File: src/rtl/mem_port_arbiter_if.sv
// Requester-side and memory-side signals of mem_port_arbiter.
// slave is the arbiter's view; master is the requesters plus the memory instance.
interface mem_port_arbiter_if #(
  parameter int unsigned N_REQ  = 4,
  parameter int unsigned WIDTH  = 16,
  parameter int unsigned HEIGHT = 1024
);
  localparam int unsigned AW  = $clog2(HEIGHT);
  localparam int unsigned IDW = $clog2(N_REQ);

  logic [N_REQ-1:0]       rd_req_valid;
  logic [N_REQ*AW-1:0]    rd_req_addr;
  logic [N_REQ-1:0]       rd_req_ready;
  logic                   rd_rsp_valid;
  logic [IDW-1:0]         rd_rsp_id;
  logic [WIDTH-1:0]       rd_rsp_data;

  logic [N_REQ-1:0]       wr_req_valid;
  logic [N_REQ*AW-1:0]    wr_req_addr;
  logic [N_REQ*WIDTH-1:0] wr_req_data;
  logic [N_REQ-1:0]       wr_req_ready;

  logic [AW-1:0]          mem_read_addr;
  logic                   mem_read_en;
  logic [WIDTH-1:0]       mem_qout;
  logic [AW-1:0]          mem_write_addr;
  logic                   mem_write_en;
  logic [WIDTH-1:0]       mem_din;

  modport slave (
    input  rd_req_valid, rd_req_addr,
    output rd_req_ready, rd_rsp_valid, rd_rsp_id, rd_rsp_data,
    input  wr_req_valid, wr_req_addr, wr_req_data,
    output wr_req_ready,
    output mem_read_addr, mem_read_en,
    input  mem_qout,
    output mem_write_addr, mem_write_en, mem_din
  );

  modport master (
    output rd_req_valid, rd_req_addr,
    input  rd_req_ready, rd_rsp_valid, rd_rsp_id, rd_rsp_data,
    output wr_req_valid, wr_req_addr, wr_req_data,
    input  wr_req_ready,
    input  mem_read_addr, mem_read_en,
    output mem_qout,
    input  mem_write_addr, mem_write_en, mem_din
  );
endinterface

File: src/rtl/mem_port_arbiter.sv
// Round-robin arbiter sharing one pseudo-2-port memory among N_REQ requesters.
// Read and write ports arbitrate independently; read data is registered one cycle after grant.
module mem_port_arbiter #(
  parameter int unsigned N_REQ  = 4,
  parameter int unsigned WIDTH  = 16,
  parameter int unsigned HEIGHT = 1024
) (
  input  logic              clk,
  input  logic              arst,
  mem_port_arbiter_if.slave bus
);
  localparam int unsigned AW  = $clog2(HEIGHT);
  localparam int unsigned IDW = $clog2(N_REQ);

  typedef logic [IDW-1:0] idx_t;

  // Returns {found, index}: first set valid bit at or after ptr, wrapping mod N_REQ.
  function automatic logic [IDW:0] rr_pick(input logic [N_REQ-1:0] valid, input idx_t ptr);
    logic [IDW:0] res;
    int unsigned  cand;
    res = '0;
    for (int unsigned k = 0; k < N_REQ; k++) begin
      cand = (32'(ptr) + k) % N_REQ;
      if (!res[IDW] && valid[idx_t'(cand)]) res = {1'b1, idx_t'(cand)};
    end
    return res;
  endfunction

  function automatic idx_t ptr_next(input idx_t cur);
    return (cur == idx_t'(N_REQ - 1)) ? '0 : cur + idx_t'(1);
  endfunction

  logic [AW-1:0]    rd_addr_a [N_REQ];
  logic [AW-1:0]    wr_addr_a [N_REQ];
  logic [WIDTH-1:0] wr_data_a [N_REQ];

  for (genvar g = 0; g < N_REQ; g++) begin : g_unpack
    assign rd_addr_a[g] = bus.rd_req_addr[g*AW +: AW];
    assign wr_addr_a[g] = bus.wr_req_addr[g*AW +: AW];
    assign wr_data_a[g] = bus.wr_req_data[g*WIDTH +: WIDTH];
  end

  idx_t             rd_ptr_q, rd_ptr_d;
  idx_t             wr_ptr_q, wr_ptr_d;
  logic             rsp_valid_q, rsp_valid_d;
  idx_t             rsp_id_q, rsp_id_d;
  logic [WIDTH-1:0] rsp_data_q, rsp_data_d;

  logic [IDW:0] rd_pick, wr_pick;
  logic         rd_gnt, wr_gnt;
  idx_t         rd_idx, wr_idx;

  assign rd_pick = rr_pick(bus.rd_req_valid, rd_ptr_q);
  assign wr_pick = rr_pick(bus.wr_req_valid, wr_ptr_q);
  // Grants are suppressed combinationally while reset is held, independent of the valids.
  assign rd_gnt  = rd_pick[IDW] && !arst;
  assign wr_gnt  = wr_pick[IDW] && !arst;
  assign rd_idx  = rd_pick[IDW-1:0];
  assign wr_idx  = wr_pick[IDW-1:0];

  always_comb begin
    bus.rd_req_ready  = '0;
    bus.mem_read_en   = 1'b0;
    bus.mem_read_addr = '0;
    rd_ptr_d          = rd_ptr_q;
    rsp_valid_d       = 1'b0;
    rsp_id_d          = rsp_id_q;
    rsp_data_d        = rsp_data_q;
    if (rd_gnt) begin
      bus.rd_req_ready[rd_idx] = 1'b1;
      bus.mem_read_en          = 1'b1;
      bus.mem_read_addr        = rd_addr_a[rd_idx];
      rd_ptr_d                 = ptr_next(rd_idx);
      rsp_valid_d              = 1'b1;
      rsp_id_d                 = rd_idx;
      rsp_data_d               = bus.mem_qout;
    end
  end

  always_comb begin
    bus.wr_req_ready   = '0;
    bus.mem_write_en   = 1'b0;
    bus.mem_write_addr = '0;
    bus.mem_din        = '0;
    wr_ptr_d           = wr_ptr_q;
    if (wr_gnt) begin
      bus.wr_req_ready[wr_idx] = 1'b1;
      bus.mem_write_en         = 1'b1;
      bus.mem_write_addr       = wr_addr_a[wr_idx];
      bus.mem_din              = wr_data_a[wr_idx];
      wr_ptr_d                 = ptr_next(wr_idx);
    end
  end

  always_ff @(posedge clk or posedge arst) begin
    if (arst) begin
      rd_ptr_q    <= '0;
      wr_ptr_q    <= '0;
      rsp_valid_q <= 1'b0;
      rsp_id_q    <= '0;
      rsp_data_q  <= '0;
    end else begin
      rd_ptr_q    <= rd_ptr_d;
      wr_ptr_q    <= wr_ptr_d;
      rsp_valid_q <= rsp_valid_d;
      rsp_id_q    <= rsp_id_d;
      rsp_data_q  <= rsp_data_d;
    end
  end

  assign bus.rd_rsp_valid = rsp_valid_q;
  assign bus.rd_rsp_id    = rsp_id_q;
  assign bus.rd_rsp_data  = rsp_data_q;

endmodule

File: src/flat_wrapper.sv
// flat-port wrapper written by rule: the top's interface ports become plain ports
module mem_port_arbiter_flat 
#(
  parameter int unsigned N_REQ  = 4,
  parameter int unsigned WIDTH  = 16,
  parameter int unsigned HEIGHT = 1024
)
  (clk, arst, bus_rd_req_valid, bus_rd_req_addr, bus_rd_req_ready, bus_rd_rsp_valid, bus_rd_rsp_id, bus_rd_rsp_data, bus_wr_req_valid, bus_wr_req_addr, bus_wr_req_data, bus_wr_req_ready, bus_mem_read_addr, bus_mem_read_en, bus_mem_qout, bus_mem_write_addr, bus_mem_write_en, bus_mem_din);
  mem_port_arbiter_if #(.N_REQ(N_REQ), .WIDTH(WIDTH), .HEIGHT(HEIGHT)) bus_i ();
  input  logic clk;
  input  logic arst;
  input wire logic [$bits(bus_i.rd_req_valid)-1:0] bus_rd_req_valid;
  input wire logic [$bits(bus_i.rd_req_addr)-1:0] bus_rd_req_addr;
  output wire logic [$bits(bus_i.rd_req_ready)-1:0] bus_rd_req_ready;
  output wire logic [$bits(bus_i.rd_rsp_valid)-1:0] bus_rd_rsp_valid;
  output wire logic [$bits(bus_i.rd_rsp_id)-1:0] bus_rd_rsp_id;
  output wire logic [$bits(bus_i.rd_rsp_data)-1:0] bus_rd_rsp_data;
  input wire logic [$bits(bus_i.wr_req_valid)-1:0] bus_wr_req_valid;
  input wire logic [$bits(bus_i.wr_req_addr)-1:0] bus_wr_req_addr;
  input wire logic [$bits(bus_i.wr_req_data)-1:0] bus_wr_req_data;
  output wire logic [$bits(bus_i.wr_req_ready)-1:0] bus_wr_req_ready;
  output wire logic [$bits(bus_i.mem_read_addr)-1:0] bus_mem_read_addr;
  output wire logic [$bits(bus_i.mem_read_en)-1:0] bus_mem_read_en;
  input wire logic [$bits(bus_i.mem_qout)-1:0] bus_mem_qout;
  output wire logic [$bits(bus_i.mem_write_addr)-1:0] bus_mem_write_addr;
  output wire logic [$bits(bus_i.mem_write_en)-1:0] bus_mem_write_en;
  output wire logic [$bits(bus_i.mem_din)-1:0] bus_mem_din;
  assign bus_i.rd_req_valid = bus_rd_req_valid;
  assign bus_i.rd_req_addr = bus_rd_req_addr;
  assign bus_rd_req_ready = bus_i.rd_req_ready;
  assign bus_rd_rsp_valid = bus_i.rd_rsp_valid;
  assign bus_rd_rsp_id = bus_i.rd_rsp_id;
  assign bus_rd_rsp_data = bus_i.rd_rsp_data;
  assign bus_i.wr_req_valid = bus_wr_req_valid;
  assign bus_i.wr_req_addr = bus_wr_req_addr;
  assign bus_i.wr_req_data = bus_wr_req_data;
  assign bus_wr_req_ready = bus_i.wr_req_ready;
  assign bus_mem_read_addr = bus_i.mem_read_addr;
  assign bus_mem_read_en = bus_i.mem_read_en;
  assign bus_i.mem_qout = bus_mem_qout;
  assign bus_mem_write_addr = bus_i.mem_write_addr;
  assign bus_mem_write_en = bus_i.mem_write_en;
  assign bus_mem_din = bus_i.mem_din;
  mem_port_arbiter #(.N_REQ(N_REQ), .WIDTH(WIDTH), .HEIGHT(HEIGHT)) u_core (.clk(clk), .arst(arst), .bus(bus_i));
endmodule
File: config.mk
export PLATFORM = sky130hd
export DESIGN_NAME = mem_port_arbiter_flat
export DESIGN_NICKNAME = d
export VERILOG_FILES = /design/src/rtl/mem_port_arbiter_if.sv /design/src/rtl/mem_port_arbiter.sv /design/src/flat_wrapper.sv
export SDC_FILE = /design/constraint.sdc
export NUM_CORES = 1
export LEC_CHECK = 0
export ABC_AREA = 1
export CAP_MARGIN = 25
export CORE_MARGIN = 3
export CORE_UTILIZATION = 40
export DETAILED_ROUTE_END_ITERATION = 16
export PLACE_DENSITY_LB_ADDON = 0.12
export SKIP_CTS_REPAIR_TIMING = 1
export SYNTH_ARGS = -nofsm -noshare
export SYNTH_HDL_FRONTEND = slang
export SYNTH_SLANG_ARGS = --single-unit
File: constraint.sdc
create_clock -name clk -period 3.05 [get_ports clk]
set_input_delay 0.4575 -clock clk [delete_from_list [all_inputs] [get_ports clk]]
set_output_delay 0.4575 -clock clk [all_outputs]
set_load 0.02 [all_outputs]
Word-level counts from Yosys, hierarchy flattened
Index checks and enable logic that the tools add are counted.
Cells by class
  add/subtract/negate cells: 8
  bitwise logic cells: 2
  eq/ne operators: 2
  multiplexer cells: 46
  $lt $le $gt $ge: 14
  reduce and logical (&&, ||, !) cells: 17
Operators by type and width (count)
  $mux 10: 6
  $mux 16: 3
  $bmux 10 s2: 2
  $bmux 16 s2: 1
  $lt 2x3->1 const B: 10
  $mux 3: 8
  $bmux 1 s2: 8
  $mux 1: 12
  $logic_and 1x1->1: 10
  $add 2x1->2 const B: 4
  $add 2x2->2 const B: 4
  $mux 4: 2
  $logic_not 1->1: 7
  $ge 3x3->1 const B: 2
  $not 2->3: 2
  $demux 1 s2: 2
  $eq 2x2->1 const B: 2
  $ge 2x1->1 const B: 2
  $mux 2: 2
Storage, ports and cells
  output and inout bits: 65
  flip-flop bits (word level): 23
  word-level logic and storage cells: 94
  input bits: 170

Depth between registers and ports, before layout
  depth in word-level cells: 17
  depth in mapped cells: 16
  gate-level depth less buffers: 15

Least setup slack after synthesis
OpenSTA, ideal clock, no wires.
  path type: input -> output
  start: input arst
  end: output bus_rd_req_ready[0]
  cell stages on the path: 4
  arrival: 1.908 ns
  required time: 2.592 ns
  path buffers: 1
  path slack: 0.684 ns
  path through: inv_1 -> nand2_1 -> buf_2 -> nor3_1
Between the ends
  word-level cells in the longest chain between the ends: 3
Ends and longest elaborated chain
  start, declared: RTL line flat_wrapper.sv:11  | input logic arst;
  $logic_not 1->1: RTL line mem_port_arbiter.sv:56  | assign rd_gnt = rd_pick[IDW] && !arst;
  $logic_and 1x1->1: RTL line mem_port_arbiter.sv:56
  $mux 4: RTL line mem_port_arbiter.sv:69  | if (rd_gnt) begin
  end, declared: RTL line flat_wrapper.sv:14  | output wire logic [$bits(bus_i.rd_req_ready)-1:0] bus_rd_req_ready;
Every way passes these cells.

Worst setup path after layout
  start: input bus_wr_req_valid[3]
  end: output bus_mem_write_addr[7]
Between the ends
  word-level cells in the longest chain between the ends: 17
  elaborated cells on any way between the ends: 24
  classes of those cells: 16 x mux; 1 x bitwise; 7 x reduce/logical
Ends and longest elaborated chain
  start, declared: RTL line flat_wrapper.sv:18  | input wire logic [$bits(bus_i.wr_req_valid)-1:0] bus_wr_req_valid;
  $bmux 1 s2: RTL line mem_port_arbiter.sv:24  | if (!res[IDW] && valid[idx_t'(cand)]) res = {1'b1, idx_t'(cand)};
  $mux 1 (not written as such): RTL line mem_port_arbiter.sv:24
  $mux 3: RTL line mem_port_arbiter.sv:24
  $logic_not 1->1: RTL line mem_port_arbiter.sv:24
  $logic_and 1x1->1: RTL line mem_port_arbiter.sv:24
  $mux 3: RTL line mem_port_arbiter.sv:24
  $logic_not 1->1: RTL line mem_port_arbiter.sv:24
  $logic_and 1x1->1: RTL line mem_port_arbiter.sv:24
  $mux 3: RTL line mem_port_arbiter.sv:24
  $logic_not 1->1: RTL line mem_port_arbiter.sv:24
  $logic_and 1x1->1: RTL line mem_port_arbiter.sv:24
  $mux 3 (*): RTL line mem_port_arbiter.sv:24
  $not 2->3 (not written as such): RTL line mem_port_arbiter.sv:89  | bus.mem_write_addr = wr_addr_a[wr_idx];
  $bmux 10 s2: RTL line mem_port_arbiter.sv:89
  $mux 10 (not written as such) (2 in a row): RTL line mem_port_arbiter.sv:89
  $mux 10 (*): RTL line mem_port_arbiter.sv:86  | if (wr_gnt) begin
  end, declared: RTL line flat_wrapper.sv:25  | output wire logic [$bits(bus_i.mem_write_addr)-1:0] bus_mem_write_addr;
Every way passes the cells marked *; elsewhere a longest branch is shown, timed or not. The select of a mux whose other input is x is not followed.

==> impl_metrics.yaml <==
placement:
  dpl.cell_count: 992
  hpwlAfterDp_mm: 10.9
  port_buffers: 234
  place_congestion: 0.959
  postPlaceCellArea_um2: 5990
  place_ws_ns: -0.321
power_and_ir_drop:
  p_clk_share_pct: 2.6
  switchingPower_mw: 4.14
  powerDensity_nw_per_um2: 1190
  swShare_pct: 58.4
  vdd_drop_max_v: 0.000754
  seq_power_share_pct: 7.2
  internal_power_mw: 2.95
  total_power_mw: 7.09
  combPwrFrac_pct: 90.2
  leakagePower_nw: 3.40
synthesis:
  yosys-top-cells-count: "219 x nand2_1, 149 x inv_1, 94 x nand3_1, 53 x nand4_1, 37 x a21oi_1"
  synthArstFlopShare_pct: 100
  synth_area_per_cell_um2: 5.25
  synth_nets: 833
  synth-seq-area-share_pct: 16.7
  syn_inst: 658
  synth_area_um2: 3450
  yosys.area_share.adder_pct: 1.81
  synth_top_cell_area_share_pct: 23.8
  ys_seq_elements: 23
  synthXorXnorAreaFrac_pct: 0
  synth_mux_area_share_pct: 0
  synth_top_cell_by_area: "nand2_1"
  synthTopCellsByArea: "nand2_1 24%, dfrtp_1 17%, inv_1 16%"
  yosys.area_share.simple_pct: 51.2
  synth_compound_area_share_pct: 6.67
  synth_top_family_by_area: "simple AND/OR/NAND/NOR gates"
  ys_types: 26
  yosysMostFrequentCell: "nand2_1"
  synthFlopType: "dfrtp_1"
  synth_edf_count: 0
  yosysWarnings: 0
global_routing:
  track_usage_pct: 26.7
  busiest_layer: "met2"
  use_met1_pct: 32.1
  overflow: 0
  grt_start_max_net_pins: 38
  antenna_found_initial: 0
  met3_usage_pct: 5.17
  grt_pass1_vias: 4731
  grt_use_met2_pct: 48.5
  grt_pass1_wl_mm: 22.0
sta:
  fmax_ghz: 0.347
  finalCritPeriodShare_pct: 94.4
  skew_ns: 0.0108
  drv_slew: 0
  tns_ns: 0
  worstMarginPinSlew_ns: 0.293
  post-route-min-period_ns: 2.88
  holdWs_ns: 0.460
  worst_slack_ns: 0.172
  slew-limit-headroom_pct: 80.5
  hold_violations: 0
  setup_viol: 0
critical_path:
  setup.worst_path.end_class: "output port"
  cp.arrival_ns: 2.42
  r2r-start: "u_core.wr_ptr_q[0]"
  reg2reg_to: "u_core.wr_ptr_q[1]"
  path_class: "in2out"
  critPathRequiredTime_ns: 2.59
  r2r_slack_ns: 0.92
  crit_end: "bus_mem_write_addr[7]"
  crit_start: "bus_wr_req_valid[3]"
  cp_max_fo: 19
  cp-start-kind: "primary input"
  reg2regPathDepth: 12
outcome:
  outcome: "completed"
die:
  rows: 33
  start_util_pct: 41.6
  die_height_um: 98.9
  ioPinCount: 235
  core_um2: 8300
  dieArea_um2: 9780
  dieWidth_um: 98.9
layout:
  drive_gt1_share_pct: 11.2
  finalNonFillerCells: 998
  diodes: 0
  fin_util_pct: 71.6
  stdcell_area_um2: 5940
  nets: 1069
  area_growth_pct: 72.0
clock_tree:
  clk_pin_slew_ns: 0.09
  cts_made_buffers: 3
  clk_path_buf_depth: 2
  h-tree-depth: 1
  insertion_delay_ns: 0.26
  cts_root_buffer: "clkbuf_8"
  clock_sinks: 23
  cts_tree: "yes"
drt:
  totalWireLength_mm: 13.8
  dr.pass1.iters: 4
  vias_per_cell: 4.99
  route.detailed.drc: 0
  drtIter0Drc: 204
  antenna_left: 0
  wl_per_cell_um: 13.8
  num_vias: 4977
flow_run:
  maxCapViolCount: 0
hold_path:
  hp-class: "in2async"
-- sequential cells by signal, summed over array words and instances (netlist names) --
name / flops
u_core.bus.rd_rsp_data: 16
u_core.wr_ptr_q: 2
u_core.bus.rd_rsp_valid: 1
u_core.bus.rd_rsp_id: 2
u_core.rd_ptr_q: 2
-- cell usage in the layout (no fill, tap or decap), drive strengths merged, types with 10 or more instances in the layout --
cell type,netlist,layout
a21oi,37,37
buf,27,49
clkbuf,14,31
clkdlybuf4s50,0,188
dfrtp,23,23
inv,155,155
nand2,223,223
nand3,98,98
nand4,53,53
nor2,10,10
-- power by group through the flow --
stage	logic (mW)	clock network, mW	registers, mW
final	6.39	0.187	0.508
after global placement	6.49	0	0.506
after global routing	7.03	0.209	0.522
after floorplan	4.12	0	0.579
after CTS	6.63	0.195	0.504
after detailed placement	6.60	0	0.503
-- routing by layer --
metal | share of wire, % | wire length (um)
met1 | 39 | 5400
met2 | 51 | 6980
met3 | 8.4 | 1150
met4 | 1.9 | 260
met5 | 0 | 0
-- layout make-up --
class,instances,area [um2]
inverters,157,607
flip-flops and latches,23,577
well taps,105,131
repair buffers,272,2510
clock buffers,4,45.0
multi-input cells,437,2070
fillers,710,2360
-- worst min path at each step --
stage | endpoint | slack (ns) | cells past startpoint
final | u_core.wr_ptr_q[1] | 0.46 | 2
after global routing | u_core.wr_ptr_q[1] | 0.47 | 2
after CTS | u_core.wr_ptr_q[1] | 0.46 | 2
after detailed placement | u_core.bus.rd_rsp_data[6] | 0.46 | 2
after global placement | u_core.bus.rd_rsp_data[10] | 0.46 | 2
after floorplan | u_core.bus.rd_rsp_data[0] | 0.48 | 1
-- critical path, stage by stage --
cell	delay, ns
clkdlybuf4s50_1	0.43
inv_1	0.08
nand2_1	0.07
nand3_1	0.13
nand2_1	0.09
nand2_1	0.11
nand2_1	0.07
nand2_2	0.12
nand3_4	0.16
buf_8	0.20
nand2_1	0.06
nand3_1	0.09
a21oi_1	0.16
buf_2	0.20
-- logic make-up after synthesis --
group / count (synthesis)
buffers and inverters: 198
AO/OA/AOI/OAI: 46
AND/OR/NAND/NOR: 386
flip-flops: 23
adder cells (fa/ha/maj): 5
No activity file was read; power rests on OpenSTA's default activity.
